**config.mk**
```make
export PLATFORM = sky130hd
export DESIGN_NAME = led_change_detect
export DESIGN_NICKNAME = d
export VERILOG_FILES = /design/src/rtl/led_change_detect.sv
export SDC_FILE = /design/constraint.sdc
export NUM_CORES = 1
export LEC_CHECK = 0
export CAP_MARGIN = 0
export CORE_MARGIN = 8
export CORE_UTILIZATION = 39
export CTS_CLUSTER_DIAMETER = 120
export DETAILED_ROUTE_END_ITERATION = 12
export PLACE_DENSITY = 0.85
export SLEW_MARGIN = 20
export SYNTH_ARGS = -nofsm -noshare
export SYNTH_HDL_FRONTEND = slang
export SYNTH_SLANG_ARGS = --single-unit
```
**constraint.sdc**
```tcl
create_clock -name clk_50M -period 2.55 [get_ports clk_50M]
set_clock_uncertainty 0.05 [all_clocks]
set_input_delay 0.51 -clock clk_50M [delete_from_list [all_inputs] [get_ports clk_50M]]
set_output_delay 0.51 -clock clk_50M [all_outputs]
set_load 0.03 [all_outputs]
```
**src/rtl/led_change_detect.sv**
```systemverilog
// Two-stage LED bus sampler; change flags a difference between the two stages.
module led_change_detect #(
  parameter int WIDTH = 8
) (
  input  logic             clk_50M,
  input  logic             reset,
  input  logic [WIDTH-1:0] led_in,
  output logic [WIDTH-1:0] led_q,
  output logic [WIDTH-1:0] led_p,
  output logic             change
);

  logic [WIDTH-1:0] led_d;
  logic [WIDTH-1:0] led_p_d;
  logic [WIDTH-1:0] led_p_q;

  always_comb begin
    led_d   = led_in;
    led_p_d = led_q;
  end

  always_ff @(posedge clk_50M) begin
    if (!reset) begin
      led_q   <= '0;
      led_p_q <= '0;
    end else begin
      led_q   <= led_d;
      led_p_q <= led_p_d;
    end
  end

  assign led_p  = led_p_q;
  assign change = (led_q != led_p_q);

endmodule

```
==> metrics.cfg, run 1 <==
[run_status]
status = finished, final reports clean

[setup_path]
critPathMaxFanout = 3
cp.required_ns = 1.99
reg2reg_slack_ns = 1.87
criticalPathCategory = reg2out
critPathLaunchType = flop
cp-end-kind = primary output
arrival_ns = 1.76
ff2ff_path_depth = 1

[placed_design]
portBuffers = 26
gp_congestion = 0.676
dpl.cell_count = 84
pre_cts_ws_ns = 0.524

[cts]
clock_path_buffers = 2
cts_setup_buffers = 0
htree_levels = 1
clk_latency_ns = 0.27
cts_sinks = 16
cts_hold_buf = 0
cts_tree = yes
clk_pin_slew_ns = 0.08
numCtsBuffers = 3
cts_resized = 0
root_buffer = clkbuf_4

[synth]
synth-edff-count = 0
synth_nets = 54
syn_inst = 44
yosysTopAreaCellShare_pct = 62.6
yosysWarnings = 0
ys_ff_latch = 16
synth_top_area_cell = dfxtp_1
ys_dominant_reg_cell = dfxtp_1
ys_seq_area_share_pct = 62.6
syn_area_per_cell_um2 = 11.6
ys_types = 7
async_reset_ff_share_pct = 0
synth_common_cells = dfxtp_1 (16), and2_1 (15), xor2_1 (8), nor4_1 (2)
yosysMostFrequentCell = dfxtp_1
synth_area_leaders = dfxtp_1 (63%), and2_1 (18%), xor2_1 (14%), nor4_1 (2.4%), and2_2 (1.5%)
syn_area_um2 = 512

[power]
peakVddDrop_mv = 0.334
leakage_uw = 0.000355
p_per_area_nw_per_um2 = 621
fin_total_pwr_uw = 511

[grt]
grtUsageTotal_pct = 8.62
grt_max_degree = 17
antenna_found_initial = 0
grt_pass1_wl_mm = 1.59
first_global_vias = 348
grt_overflow = 0

[timing]
timing.hold.ws_ns = 0.454
max_slew.worst_pin.slew_ns = 0.374
slew_headroom_pct = 75.0
finalSetupViolCount = 0
max_freq_ghz = 0.431
rsz0062_at_grt = false
finalMaxSlewViolations = 0
setup_slack_ns = 0.228
period_needed_ns = 2.32
fin_crit_sh_pct = 91.0
hold_viol_final = 0
tns_ns = 0

[routing]
drtIter0Drc = 3
drt-wirelength-per-cell_um = 12.6
first_pass_iters = 4
drc = 0
ant_nets = 0
via_count = 383
routed_wl_mm = 1.11
vias_per_cell = 4.35

[die]
io_pins = 27
start_util_pct = 40.3
die_x_um = 52.2
fp-row-count = 13
die-area_um2 = 2730
die_height_um = 52.2
core_area_um2 = 1270

[cells_and_area]
n_antenna_cell = 0
layout.nets = 84
final_cells = 88
syn2layout_area_growth_pct = 60.9
drive_above_1_share_pct = 6.85

[worst_hold_path]
hp-class = reg2reg
min_path_cells = 1

[run]
maxCapViolCount = 0

==> flip-flops by register name, indices dropped and copies added, names as in the netlist <==
signal  cells
led_q       8
led_p       8
==> worst paths after layout <==
check	from	to
worst max register to register	led_q[1]$_SDFF_PN0_	led_p[1]$_SDFF_PN0_
worst min register to register	led_q[4]$_SDFF_PN0_	led_p[4]$_SDFF_PN0_
worst min-delay path	led_q[4]$_SDFF_PN0_	led_p[4]$_SDFF_PN0_
worst max-delay path	led_q[1]$_SDFF_PN0_	change
==> layout make-up <==
cell class                      count  area [µm²]
Timing Repair Buffer               26         260
Clock buffer                        4        36.3
Fill cell                         101         445
Tap cell                           15        18.8
Sequential cell                    16         320
Multi-Input combinational cell     27         188
==> report_power, final <==
group / total (µW) / internal (µW) / switching, µW
clock: 157 / 86.8 / 69.7
sequential: 271 / 262 / 8.96
combinational: 83.7 / 43.3 / 40.5
total: 511 / 392 / 119
==> critical path, cell delays in order (launching register included) <==
cell,delay (ns)
dfxtp_1,0.34
xor2_1,0.17
nor4_1,0.30
nand2_1,0.08
clkdlybuf4s50_1,0.60
==> layout by cell type, fill, tap and decap left out <==
cell type / instances
clkbuf_8: 1
clkbuf_4: 3
and2_2: 1
clkdlybuf4s50_1: 26
xor2_1: 8
nor4_1: 2
dfxtp_1: 16
nand2_1: 1
and2_1: 15
==> layer usage <==
metal | wire length, µm | vias up | GRT usage, %
met5 | 0 | - | 0
met4 | 29 | 0 | 10.3
li1 | - | 194 | -
met1 | 465 | 169 | 7.39
met3 | 110 | 2 | 3.98
met2 | 504 | 18 | 13.4
==> through the flow <==
| stage | cell area (µm²) | utilization, % |
|---|---|---|
| final | 823 | 64.9 |
| after CTS | 823 | 64.9 |
| after floorplan | 512 | - |
| after global placement | 787 | 62.0 |
| after detailed placement | 787 | 62.0 |
| after global routing | 823 | 64.9 |
==> cell families (layout without fill, tap and decap cells) <==
group / Yosys count / in the layout / synth area share, %
DFF: 16 / 16 / 62.6
xor gates and xnor gates: 8 / 8 / 13.7
and+or+nand+nor: 19 / 19 / 23.0
buffers and inverters: 1 / 30 / 0.733
Note: power is estimated with default switching activity, not from simulation.
==> run 2, diff against run 1 <==
--- a/config.mk
+++ b/config.mk
@@ -10,7 +10,9 @@
 export CORE_UTILIZATION = 39
 export CTS_CLUSTER_DIAMETER = 120
 export DETAILED_ROUTE_END_ITERATION = 12
+export HOLD_SLACK_MARGIN = 0.02
 export PLACE_DENSITY = 0.85
+export REMOVE_ABC_BUFFERS = 1
 export SLEW_MARGIN = 20
 export SYNTH_ARGS = -nofsm -noshare
 export SYNTH_HDL_FRONTEND = slang
==> run 2 against run 1 <==
Via count decreased by 0.52%; non-clock buffer count is the same; worst setup slack got worse by 0.0015 ns; first-iteration DRC count decreased by 33%; die area unchanged; critical path depth unchanged; worst hold slack better by 0.0027 ns; total power is 1.5% higher; global-route usage rose by 0.12 points; cell count unchanged; sequential power about the same; cell area is the same; largest cell class unchanged; largest power group unchanged.
==> metrics.cfg, run 2 (synthesized netlist as in run 1, its figures left out) <==
[routing]
routed_wl_mm = 1.07
first_pass_iters = 2
via_count = 381
dr_wl_met2_um = 535
ant_nets = 0
drc = 0
drt-wirelength-per-cell_um = 12.1
drtIter0Drc = 2
vias_per_cell = 4.33
top_layer_used = met4
route.met3.wl_um = 69
met1_length_um = 410

[run]
maxCapViolCount = 0

[cts]
clk_pin_slew_ns = 0.09
clock_path_buffers = 2
cts_tree = yes
cts_hold_buf = 0
root_buffer = clkbuf_4
cts_setup_buffers = 0
htree_levels = 1
clk_latency_ns = 0.29
numCtsBuffers = 3
cts_resized = 0
cts_sinks = 16

[grt]
grt_pass1_wl_mm = 1.71
grt_max_degree = 17
grtUsageTotal_pct = 8.74
first_global_vias = 390
grt_overflow = 0
antenna_found_initial = 0

[run_status]
status = finished, final reports clean

[die]
start_util_pct = 40.3
core_area_um2 = 1270
fp-row-count = 13
die_x_um = 52.2
die-area_um2 = 2730
die_height_um = 52.2
io_pins = 27

[cells_and_area]
mostFrequentLayoutCell = clkdlybuf4s50_1
syn2layout_area_growth_pct = 60.9
n_antenna_cell = 0
final_area_um2 = 823
drive_above_1_share_pct = 6.85
layout.nets = 84
final_cell_mix = clkdlybuf4s50_1 (26), dfxtp_1 (16), and2_1 (15)

[power]
leakage_uw = 0.000355
peakVddDrop_mv = 0.318
fin_total_pwr_uw = 518
p_per_area_nw_per_um2 = 630

[timing]
period_needed_ns = 2.32
finalMaxSlewViolations = 0
max_freq_ghz = 0.430
rsz0062_at_grt = false
max_slew.worst_pin.slew_ns = 0.384
finalSetupViolCount = 0
hold_viol_final = 0
tns_ns = 0
slew_headroom_pct = 74.3
fin_crit_sh_pct = 91.1

[setup_path]
critPathMaxFanout = 3
crit-reg2reg-launch = led_q[1]$_SDFF_PN0_
ff2ff_path_depth = 1
cp-end-kind = primary output
critPathLaunchType = flop
arrival_ns = 1.76
reg2reg_slack_ns = 1.88
criticalPathCategory = reg2out
worst_r2r_endpoint = led_p[1]$_SDFF_PN0_
cp.required_ns = 1.99

[placed_design]
gp_congestion = 0.603
dp.final_hpwl_um = 846
placed_area_um2 = 787
portBuffers = 26

[worst_hold_path]
hold-path-endpoint = led_p[6]$_SDFF_PN0_
min_path_cells = 1
hp-class = reg2reg
holdCritStartpoint = led_q[6]$_SDFF_PN0_

[run 2: area by class of cell]
class                   count  area, µm²
multi-input cells          27        188
fillers                   107        445
flip-flops and latches     16        320
clock buffers               4       36.3
repair buffers             26        260
well taps                  15       18.8
[run 2: power by group]
group	leakage, µW	internal, µW	switching [µW]
Combinational	0.000202	43.2	40.0
Sequential	0.000132	262	9.06
Clock	0.0000210	87.1	77.4
[run 2: worst max-delay path, cell delays in order (launching register included)]
cell and delay (ns):
dfxtp_1 0.34, xor2_1 0.16, nor4_1 0.30, nand2_1 0.08, clkdlybuf4s50_1 0.60
[run 2: how the worst max path moves through the flow]
stage	from	end	slack (ns)	depth (start not counted)
after floorplan	led_q[1]$_SDFF_PN0_	change	0.88	3
after global placement	led_q[1]$_SDFF_PN0_	change	0.53	4
after detailed placement	led_q[1]$_SDFF_PN0_	change	0.53	4
after CTS	led_q[1]$_SDFF_PN0_	change	0.20	4
after global routing	led_q[1]$_SDFF_PN0_	change	0.16	4
final	led_q[1]$_SDFF_PN0_	change	0.23	4
[run 2: stage by stage]
step / std cells / hold WS (ns) / util (%) / setup slack, ns
2_1_floorplan: 43 / 0.579 / - / 0.882
3_3_place_gp: 84 / 0.432 / 62.0 / 0.525
3_5_place_dp: 84 / 0.446 / 62.0 / 0.530
4_1_cts: 88 / 0.458 / 64.9 / 0.197
5_1_grt: 88 / 0.470 / 64.9 / 0.164
6_report: 88 / 0.456 / 64.9 / 0.227
[run 2: per-layer routing]
metal	vias to the layer above	global-route usage, %
li1	194	-
met3	5	1.70
met2	14	13.2
met1	168	9.23
met5	-	0
met4	0	10.3
